**src/rtl/ifetch.sv**
```systemverilog
// Instruction fetch stage: owns the PC, keeps one request outstanding to instruction
// memory, buffers the returned word for IF/ID and applies branch and exception redirects.
module ifetch #(
  parameter logic [31:0] RESET_PC = 32'hBFC0_0000
) (
  input  logic        clk,
  input  logic        rst,
  input  logic        ID_Stall,
  input  logic        ID_IsBranch,
  input  logic        ID_BranchTaken,
  input  logic [31:0] ID_BranchTarget,
  input  logic        EXC_Redirect,
  input  logic [31:0] EXC_Vector,
  output logic        IM_Req,
  output logic [31:0] IM_Addr,
  input  logic        IM_Ready,
  input  logic        IM_RValid,
  input  logic [31:0] IM_RData,
  output logic [31:0] IF_Instruction,
  output logic [31:0] IF_PC,
  output logic [31:0] IF_PCAdd4,
  output logic        IF_IsBDS,
  output logic        IF_Stall,
  output logic        IF_Flush
);

  typedef enum logic [1:0] {S_IDLE, S_WAIT, S_VALID, S_DISCARD} state_t;

  state_t      state;
  state_t      state_next;
  logic [31:0] fetch_pc;
  logic        buf_valid;
  logic [31:0] buf_instr;
  logic [31:0] buf_pc;
  logic [31:0] buf_pcadd4;
  logic        bds_pend;
  logic        redir_pend;
  logic [31:0] redir_target;

  logic        consume;
  logic        badv;
  logic        accept;
  logic        load_buf;
  logic        adv_pc;
  logic [31:0] next_pc;
  logic [31:0] branch_target;
  logic [31:0] exc_target;

  assign branch_target = ID_BranchTarget & ~32'h3;
  assign exc_target    = EXC_Vector & ~32'h3;
  assign consume       = buf_valid & ~ID_Stall;
  assign badv          = ID_IsBranch & ~ID_Stall;

  // A branch that left ID while its delay slot was still in flight leaves its
  // redirect pending until that delay slot is consumed.
  always_comb begin
    next_pc = buf_pc + 32'd4;
    if (ID_IsBranch && ID_BranchTaken)
      next_pc = branch_target;
    else if (bds_pend && redir_pend)
      next_pc = redir_target;
  end

  always_comb begin
    IM_Req     = ~EXC_Redirect & ((state == S_IDLE) | ((state == S_VALID) & consume));
    IM_Addr    = (state == S_VALID) ? next_pc : fetch_pc;
    accept     = IM_Req & IM_Ready;
    state_next = state;
    load_buf   = 1'b0;
    adv_pc     = 1'b0;
    if (EXC_Redirect) begin
      if ((state == S_WAIT) || ((state == S_DISCARD) && !IM_RValid))
        state_next = S_DISCARD;
      else
        state_next = S_IDLE;
    end else begin
      case (state)
        S_IDLE:    if (accept) state_next = S_WAIT;
        S_WAIT: begin
          if (IM_RValid) begin
            load_buf   = 1'b1;
            state_next = S_VALID;
          end
        end
        S_VALID: begin
          if (consume) begin
            adv_pc     = 1'b1;
            state_next = accept ? S_WAIT : S_IDLE;
          end
        end
        S_DISCARD: if (IM_RValid) state_next = S_IDLE;
        default:   state_next = S_IDLE;
      endcase
    end
  end

  always_ff @(posedge clk or posedge rst) begin
    if (rst)
      state <= S_IDLE;
    else
      state <= state_next;
  end

  always_ff @(posedge clk or posedge rst) begin
    if (rst) begin
      fetch_pc     <= RESET_PC;
      buf_valid    <= 1'b0;
      buf_instr    <= '0;
      buf_pc       <= '0;
      buf_pcadd4   <= '0;
      bds_pend     <= 1'b0;
      redir_pend   <= 1'b0;
      redir_target <= '0;
    end else if (EXC_Redirect) begin
      fetch_pc   <= exc_target;
      buf_valid  <= 1'b0;
      bds_pend   <= 1'b0;
      redir_pend <= 1'b0;
    end else begin
      if (badv && !buf_valid) begin
        bds_pend     <= 1'b1;
        redir_pend   <= ID_BranchTaken;
        redir_target <= branch_target;
      end
      if (load_buf) begin
        buf_instr  <= IM_RData;
        buf_pc     <= fetch_pc;
        buf_pcadd4 <= fetch_pc + 32'd4;
        buf_valid  <= 1'b1;
      end
      if (adv_pc) begin
        fetch_pc   <= next_pc;
        buf_valid  <= 1'b0;
        bds_pend   <= 1'b0;
        redir_pend <= 1'b0;
      end
    end
  end

  assign IF_Instruction = buf_valid ? buf_instr : 32'h0;
  assign IF_PC          = buf_pc;
  assign IF_PCAdd4      = buf_pcadd4;
  assign IF_IsBDS       = buf_valid & (ID_IsBranch | bds_pend);
  assign IF_Stall       = ~buf_valid;
  assign IF_Flush       = EXC_Redirect;

endmodule

```
**config.mk**
```make
export PLATFORM = sky130hd
export DESIGN_NAME = ifetch
export DESIGN_NICKNAME = d
export VERILOG_FILES = /design/src/rtl/ifetch.sv
export SDC_FILE = /design/constraint.sdc
export NUM_CORES = 1
export LEC_CHECK = 0
export ABC_CLOCK_PERIOD_IN_PS = 16300
export CAP_MARGIN = 5
export CORE_MARGIN = 2
export CORE_UTILIZATION = 35
export DETAILED_ROUTE_END_ITERATION = 7
export PLACE_DENSITY_LB_ADDON = 0.12
export SLEW_MARGIN = 0
export SYNTH_ARGS = -nofsm -noshare
export SYNTH_HDL_FRONTEND = slang
export SYNTH_SLANG_ARGS = --single-unit
```
**constraint.sdc**
```tcl
create_clock -name clk -period 16.3 [get_ports clk]
set_input_delay 3.26 -clock clk [delete_from_list [all_inputs] [get_ports clk]]
set_output_delay 3.26 -clock clk [all_outputs]
set_load 0.02 [all_outputs]
```
==> metrics.yaml, run 1 <==
cts_tree: "built"
fmax_mhz: 103.9
start_kind: "input port"
cp-endpoint: "IM_Addr[21]"
p_clk_frac: 0.215
power.leakage_nw: 4.618
grt_pass1_vias: 6699
grt_pass1_wl_um: 41170
r2r_cells: 7
synth_simple_gate_area_frac: 0.1709
cts_hold_buf: 0
cp_max_fo: 32
drt_wl_total_um: 26790
setup_violations: 0
end_kind: "output pin"
post_cts_buffers: 0
fin_crit_sh: 0.5907
synth_top_area_frac: 0.4488
path_class: "input port to output pin"
ioPinCount: 236
drc: 0
synth_ff_type: "dfrtp_1"
combPwrFrac: 0.421
holdCritPathClass: "flop to flop"
routedWlPerCell_um: 19.34
drtPass1Iterations: 6
yosys_warnings: 0
core_area_um2: 23610
clk_pin_slew_worst_paths_ns: 0.07
synth-xor-area-share: 0.05167
seqPwrFrac: 0.363
die_h_um: 159.6
synth_top_area_cell: "dfrtp_1"
clk_path_buf_depth: 2
synth_adder_area_share: 0.002952
drtIter0Drc: 594
grt_max_degree: 92
clock_latency_ns: 0.43
netlist_instances: 846
place.gp.congestion: 0.8686
drive_gt1_frac: 0.1540
tightest_slew_ns: 0.9921
r2r-end: "fetch_pc[24]"
crit_top_cell: "clkdlybuf4s50_1"
crit_arrival_ns: 6.37
cts.sinks: 161
start_util: 0.3589
ys_top_cells_by_area: "dfrtp_1 45%, mux2_2 13%, a21oi_1 3.9%"
antenna_found_initial: 1
grt-ovfl-total: 0
intPower_w: 0.001185
p_switching_w: 0.0007357
post_cts_resized: 0
synthMuxAreaShare: 0.1336
yosysUniqueCellTypes: 56
synth_compound_area_frac: 0.1317
clock-root-buffer: "clkbuf_16"
htreeDepth: 4
finalCoreUtilization: 0.4931
ys_ff_latch: 161
rr_startpoint: "IF_PC[2]"
crit_chain: "clkdlybuf4s50_1, and2_1, buf_4, nor2_2, a311oi_1, o21ai_0, clkdlybuf4s50_1"
synth_common_cells: "152 x dfrtp_1, 97 x mux2_2, 81 x nand2_1, 69 x nor2_1, 66 x a21oi_1"
drtAntennaViolNets: 0
slew_viol_final: 0
dp_hpwl_um: 19540
die_w_um: 159.6
fin_cells: 1385
syn_nets: 952
rsz0062_at_grt: "no"
portBuffers: 231
dp.cells: 1352
relSlewSlack: 0.3386
startpoint: "ID_IsBranch"
die-area_um2: 25480
worstPathRequired_ns: 13.04
ys_seq_area_frac: 0.4767
total_power_w: 0.001921
cts_buffers: 17
finalSetupTns_ns: 0
synth_edf_count: 0
period_needed_ns: 9.629
syn_area_um2: 8476
finalHoldViolCount: 0
gr-usage-all-layers: 0.2081
synth_top_family_by_area: "simple AND/OR/NAND/NOR gates"
fin_nets: 1158
swShare: 0.3830
drv_cap: 0
p_per_area_nw_per_um2: 165.0
status: "finished, final reports clean"
rows: 56
async_flop_share: 1.000
avgSynthCellArea_um2: 10.02
vias: 7094
syn2layout_area_growth_pct: 37.38
yosysMostFrequentCell: "dfrtp_1"
reg2reg_slack_ns: 13.31
ir_worst_vdd_mv: 0.07737
routed_via_density: 5.122
slowest_delay_ns: 0.76
slowest_stage: "nor2_2"
finClkSkew_ns: 0.01329
## state kept, by name (all words and copies together), names as in the netlist
register / count
buf_valid: 1
bds_pend: 1
IF_PCAdd4: 30
redir_target: 30
redir_pend: 1
IF_PC: 32
state: 2
buf_instr: 32
fetch_pc: 32
## layout make-up
cell class / count / area, um^2
Clock buffer: 19 / 452.9
Antenna cell: 1 / 2.502
Multi-Input combinational cell: 618 / 4163
Fill cell: 2227 / 11970
Inverter: 13 / 53.80
Tap cell: 319 / 399.1
Sequential cell: 161 / 4040
Clock inverter: 13 / 150.1
Timing Repair Buffer: 241 / 2382
## power by group through the flow
stage / clock network, W / logic, W / registers (W)
after floorplan: 0 / 0.000375 / 0.000746
after global placement: 0 / 0.000807 / 0.000697
after detailed placement: 0 / 0.000812 / 0.000704
after CTS: 0.000420 / 0.000816 / 0.000698
after global routing: 0.000437 / 0.000866 / 0.000722
final: 0.000413 / 0.000810 / 0.000698
## kinds of logic (layout without fill, tap and decap cells)
logic type / after synthesis / after routing
multiplexers: 101 / 101
flip-flops: 161 / 161
adder cells (fa/ha/maj): 2 / 2
XOR/XNOR: 50 / 50
AO/OA/AOI/OAI: 185 / 185
other: 0 / 1
AND/OR/NAND/NOR: 280 / 280
buffers and inverters: 67 / 286
## cell usage in the layout, fill, tap and decap left out, types with 6 or more instances in the layout
master	instances
clkdlybuf4s50_1	230
dfrtp_1	152
mux2_2	97
nand2_1	81
nor2_1	69
a21oi_1	66
o21ai_0	54
and2_1	36
xnor2_1	28
nand3_1	25
xor2_1	22
clkbuf_16	17
nand4_1	15
and3_1	14
inv_1	12
buf_4	10
a31oi_1	9
dfstp_2	9
o221ai_1	8
a211oi_1	8
nor3_1	7
o211ai_1	6
a222oi_1	6
## worst min path at each step
stage                             start             to  depth (start not counted)
after floorplan            buf_instr[0]   buf_instr[0]                          1
after global placement     buf_instr[2]   buf_instr[2]                          1
after detailed placement  buf_instr[14]  buf_instr[14]                          1
after CTS                 buf_instr[30]  buf_instr[30]                          1
after global routing       buf_instr[9]   buf_instr[9]                          1
final                     buf_instr[24]  buf_instr[24]                          1
## critical path, delay by kind of cell
kind / cells / cell delay, ns
AO/OA/AOI/OAI: 2 / 0.75
buffers and inverters: 3 / 1.41
AND/OR/NAND/NOR: 2 / 0.95
## stage by stage
step | cell area [um^2] | setup slack (ns) | hold WS, ns
3_5_place_dp | 11040 | 6.690 | 0.4874
6_report | 11640 | 6.671 | 0.5019
4_1_cts | 11640 | 6.687 | 0.5040
5_1_grt | 11640 | 6.577 | 0.5182
2_1_floorplan | 8476 | 8.306 | 0.4728
3_3_place_gp | 11040 | 6.641 | 0.4809
## routing by layer
layer	GRT usage	wire length [um]	vias to the layer above
met1	0.3116	13130	3390
li1	-	-	3427
met3	0.03610	1430	26
met4	0.05868	515	0
met5	0	0	-
met2	0.3079	11720	251
Note: power is estimated with default switching activity, not from simulation.
==> run 2, diff against run 1 <==
- ABC_CLOCK_PERIOD_IN_PS: 16300 -> 9800
- clock period: 16.3 -> 9.8 ns (I/O delays scaled with it)
==> run 2 against run 1 <==
Sequential cell count unchanged. Cell count about the same. Critical endpoint unchanged. Clock skew decreased by 0.0053 ns. Design area increased by 0.15%. Core utilization increased by 0.074 points. Highest routed layer unchanged.
==> metrics.yaml, run 2 (synthesis gave the netlist of run 1 again) <==
gr-usage-all-layers: 0.2106
cts.sinks: 161
routed_via_density: 5.171
grt_pass1_vias: 6842
finalHoldViolCount: 0
die_w_um: 159.6
place.gp.congestion: 0.8694
clock_latency_ns: 0.43
cp_max_fo: 32
cts_hold_buf: 0
fillers: 2293
path_class: "input port to output pin"
clk_path_buf_depth: 2
worstPathRequired_ns: 7.84
finalSetupTns_ns: 0
period_needed_ns: 7.044
drtAntennaViolNets: 0
post_cts_buffers: 0
die_h_um: 159.6
start_kind: "input port"
rows: 56
multi_input_area_um2: 4163
tightest_slew_ns: 0.9951
reg2reg_slack_ns: 6.80
core_area_um2: 23610
die-area_um2: 25480
status: "finished, final reports clean"
grt_pass1_wl_um: 41650
drc: 0
drtIter0Drc: 544
start_util: 0.3589
syn2layout_area_growth_pct: 37.59
slew_viol_final: 0
htreeDepth: 4
vias: 7167
ff_latch_area_um2: 4040
drtPass1Iterations: 5
cts_buffers: 17
portBuffers: 231
mostFrequentLayoutCells: "230 x clkdlybuf4s50_1, 152 x dfrtp_1, 97 x mux2_2"
total_power_w: 0.003215
finClkSkew_ns: 0.008035
holdCritPathClass: "flop to flop"
grt_max_degree: 108
rsz0062_at_grt: "no"
ioPinCount: 236
ir_worst_vdd_mv: 0.1206
clock-root-buffer: "clkbuf_16"
setup_violations: 0
fin_crit_sh: 0.7188
routedWlPerCell_um: 19.30
antenna_found_initial: 2
layout_commonest_cell: "clkdlybuf4s50_1"
power.leakage_nw: 4.629
dp_hpwl_um: 19520
post_cts_resized: 0
cts_tree: "built"
fin_nets: 1158
crit_arrival_ns: 5.08
fmax_mhz: 142.0
clk_pin_slew_worst_paths_ns: 0.07
drive_gt1_frac: 0.1540
end_kind: "output pin"
p_per_area_nw_per_um2: 275.7
grt-ovfl-total: 0
relSlewSlack: 0.3366
drt_wl_total_um: 26760
drv_cap: 0
-- run 2: cell types whose count changed in the layout (fill, tap and decap cells not counted), sizes merged --
cell,change
diode,+1
clkinv,-2
clkinvlp,-1
clkbuf,-2
bufinv,+1
inv,+4
-- run 2: power breakdown --
| group | internal [W] | total (W) | switching (W) | leakage (nW) |
|---|---|---|---|---|
| Combinational | 0.000664 | 0.00135 | 0.000687 | 2.42 |
| Sequential | 0.000914 | 0.00116 | 0.000244 | 1.91 |
| Clock | 0.000409 | 0.000706 | 0.000297 | 0.302 |
-- run 2: worst paths after layout --
check,from,to,cells past startpoint
worst max register to register,IF_PC[2],fetch_pc[24],7
worst min-delay path,buf_instr[19],buf_instr[19],1
worst max-delay path,ID_IsBranch,IM_Addr[21],7
worst min register to register,buf_instr[19],buf_instr[19],1
max in group asynchronous,rst,IF_PC[20],3
min in group asynchronous,rst,buf_instr[1],2
-- run 2: per-stage QoR --
stage | hold WS (ns) | util | std cells | area (um^2) | setup slack (ns)
after detailed placement | 0.4885 | 0.4675 | 1352 | 11040 | 2.793
after global placement | 0.4809 | 0.4675 | 1352 | 11040 | 2.791
final | 0.4972 | 0.4939 | 1386 | 11660 | 2.756
after floorplan | 0.4728 | - | 846 | 8476 | 3.507
after CTS | 0.5041 | 0.4936 | 1384 | 11660 | 2.789
after global routing | 0.5190 | 0.4939 | 1386 | 11660 | 2.680
-- run 2: worst max-delay path, stage by stage --
cell and delay [ns]:
clkdlybuf4s50_1 0.48, and2_1 0.19, buf_4 0.24, nor2_2 0.78, a311oi_1 0.32, o21ai_0 0.43
clkdlybuf4s50_1 0.69
-- run 2: routing by layer --
| layer | global-route usage | wire (um) | share of wire |
|---|---|---|---|
| met1 | 0.3127 | 13030 | 0.49 |
| met2 | 0.3158 | 11930 | 0.45 |
| met3 | 0.03818 | 1343 | 0.050 |
| met4 | 0.05496 | 452 | 0.017 |
| met5 | 0 | 0 | 0 |
-- run 2: cell type report --
| class | instances | share of cell area |
|---|---|---|
| sequential | 161 | 0.3465 |
| inverter | 13 | 0.004614 |
| timing repair buffer | 241 | 0.2043 |
| antenna | 2 | 0.0004292 |
| clock buffer | 17 | 0.03648 |
| tap | 319 | 0.03423 |
| clock inverter | 15 | 0.01652 |
| multi-input combinational | 618 | 0.3570 |
==> run 3, diff against run 2 <==
- ABC_CLOCK_PERIOD_IN_PS: 9800 -> 7300
- clock period: 9.8 -> 7.3 ns (I/O delays scaled with it)
==> run 3 against run 2 <==
Register-to-register slack lost 2.4 ns. Cell count is the same. Setup slack lost 1.5 ns. Critical path type unchanged. Critical endpoint unchanged.
==> metrics.yaml, run 3 (synthesis gave the netlist of run 1 again) <==
setup_violations: 0
worstPathRequired_ns: 5.84
routed_via_density: 5.164
drc: 0
drive_gt1_frac: 0.1548
finalSetupTns_ns: 0
holdWs_ns: 0.4984
hold_depth: 1
start_kind: "input port"
die-area_um2: 25480
drtIter0Drc: 539
cp_top_family: "buffers and inverters"
slowest_stage: "nor2_1"
tightest_slew_ns: 1.065
period_needed_ns: 6.031
drtAntennaViolNets: 0
htreeDepth: 4
drv_cap: 0
grt_pass1_vias: 6971
cts.sinks: 161
worst-path-buf-inv: 3
place.gp.congestion: 0.8367
finalHoldViolCount: 0
post_cts_resized: 0
r2r-end: "fetch_pc[11]"
clock-root-buffer: "clkbuf_16"
die_w_um: 159.6
ir_worst_vdd_mv: 0.1655
fin_nets: 1159
syn2layout_area_growth_pct: 37.75
gr-usage-all-layers: 0.2137
clk_path_buf_depth: 2
core_area_um2: 23610
clk_pin_slew_worst_paths_ns: 0.07
grt_pass1_wl_um: 42220
p_per_area_nw_per_um2: 370.9
end_kind: "output pin"
portBuffers: 231
fin_crit_sh: 0.8262
crit_arrival_ns: 4.57
reg2reg_slack_ns: 4.37
min_to: "buf_instr[12]"
finalCoreUtilization: 0.4944
holdCritPathClass: "flop to flop"
power.leakage_nw: 4.635
cts_tree: "built"
grt-ovfl-total: 0
post_cts_buffers: 0
rows: 56
die_h_um: 159.6
drt_wl_total_um: 26820
slew_viol_final: 0
grt_max_degree: 110
r2r_cells: 6
fillers: 2223
path_class: "input port to output pin"
rr_startpoint: "buf_valid"
cts_buffers: 17
routedWlPerCell_um: 19.35
rsz0062_at_grt: "no"
slowest_delay_ns: 0.81
ioPinCount: 236
fmax_mhz: 165.8
crit_chain: "clkdlybuf4s50_1, and2_1, buf_4, nor2_1, a22o_1, a311oi_1, o21ai_0, clkdlybuf4s50_1"
clock_latency_ns: 0.43
finClkSkew_ns: 0.008826
dp_hpwl_um: 19640
layout_commonest_cell: "clkdlybuf4s50_1"
start_util: 0.3589
cts_hold_buf: 0
cp_max_fo: 32
mostFrequentLayoutCells: "230 x clkdlybuf4s50_1, 152 x dfrtp_1, 97 x mux2_2"
vias: 7157
relSlewSlack: 0.2899
antenna_found_initial: 1
hold_start: "buf_instr[12]"
drtPass1Iterations: 7
status: "finished, final reports clean"
crit_top_cell: "clkdlybuf4s50_1"
run 3: changes by cell type in the layout (fill, tap and decap cells not counted):
cell,before,now
inv_6,8,5
clkinvlp_4,1,2
clkbuf_8,0,2
diode_2,2,1
buf_4,10,11
run 3: report_power, final:
group | total, W | internal (W) | leakage, nW | switching, W
Combinational | 0.00181 | 0.000893 | 2.42 | 0.000915
Clock | 0.000963 | 0.000564 | 0.303 | 0.000399
Sequential | 0.00156 | 0.00123 | 1.91 | 0.000333
run 3: per-stage QoR:
stage          instances  instance area [um^2]  setup slack [ns]  power, W
2_1_floorplan        846                  8476             1.507  0.002504
3_3_place_gp        1353                 11050             1.278  0.003363
3_5_place_dp        1353                 11050             1.252  0.003385
4_1_cts             1385                 11670             1.262  0.004366
5_1_grt             1386                 11670             1.136  0.004579
6_report            1386                 11670             1.269  0.004331
run 3: layer usage:
| layer | GRT usage | wire, um | share of wire |
|---|---|---|---|
| met1 | 0.3164 | 13110 | 0.49 |
| met2 | 0.3170 | 11670 | 0.44 |
| met3 | 0.03870 | 1459 | 0.054 |
| met4 | 0.06529 | 583 | 0.022 |
| met5 | 0 | 0 | 0 |
run 3: worst max-delay path by stage:
stage	cells past startpoint	slack, ns	to	startpoint
2_1_floorplan	1	1.51	IF_PCAdd4[10]	rst
6_report	8	1.27	IM_Addr[21]	ID_IsBranch
3_3_place_gp	8	1.28	IM_Addr[21]	ID_IsBranch
4_1_cts	8	1.26	IM_Addr[21]	ID_IsBranch
5_1_grt	8	1.14	IM_Addr[21]	ID_IsBranch
3_5_place_dp	8	1.25	IM_Addr[21]	ID_IsBranch
run 3: layout make-up:
type / instances / area [um^2] / share of cell area
diodes: 1 / 2.502 / 0.0002143
clock buffers: 19 / 452.9 / 0.03880
clock inverters: 13 / 173.9 / 0.01490
inverters: 13 / 53.80 / 0.004608
multi-input cells: 618 / 4163 / 0.3566
flip-flops and latches: 161 / 4040 / 0.3461
well taps: 319 / 399.1 / 0.03419
repair buffers: 242 / 2390 / 0.2047
run 3: worst register-to-register path, cell delays in order, from the launching register on:
cell	delay (ns)
dfrtp_1	0.96
inv_1	0.35
nor2_1	0.21
nand2_1	0.31
buf_4	0.33
nor2_1	0.47
a221o_1	0.24
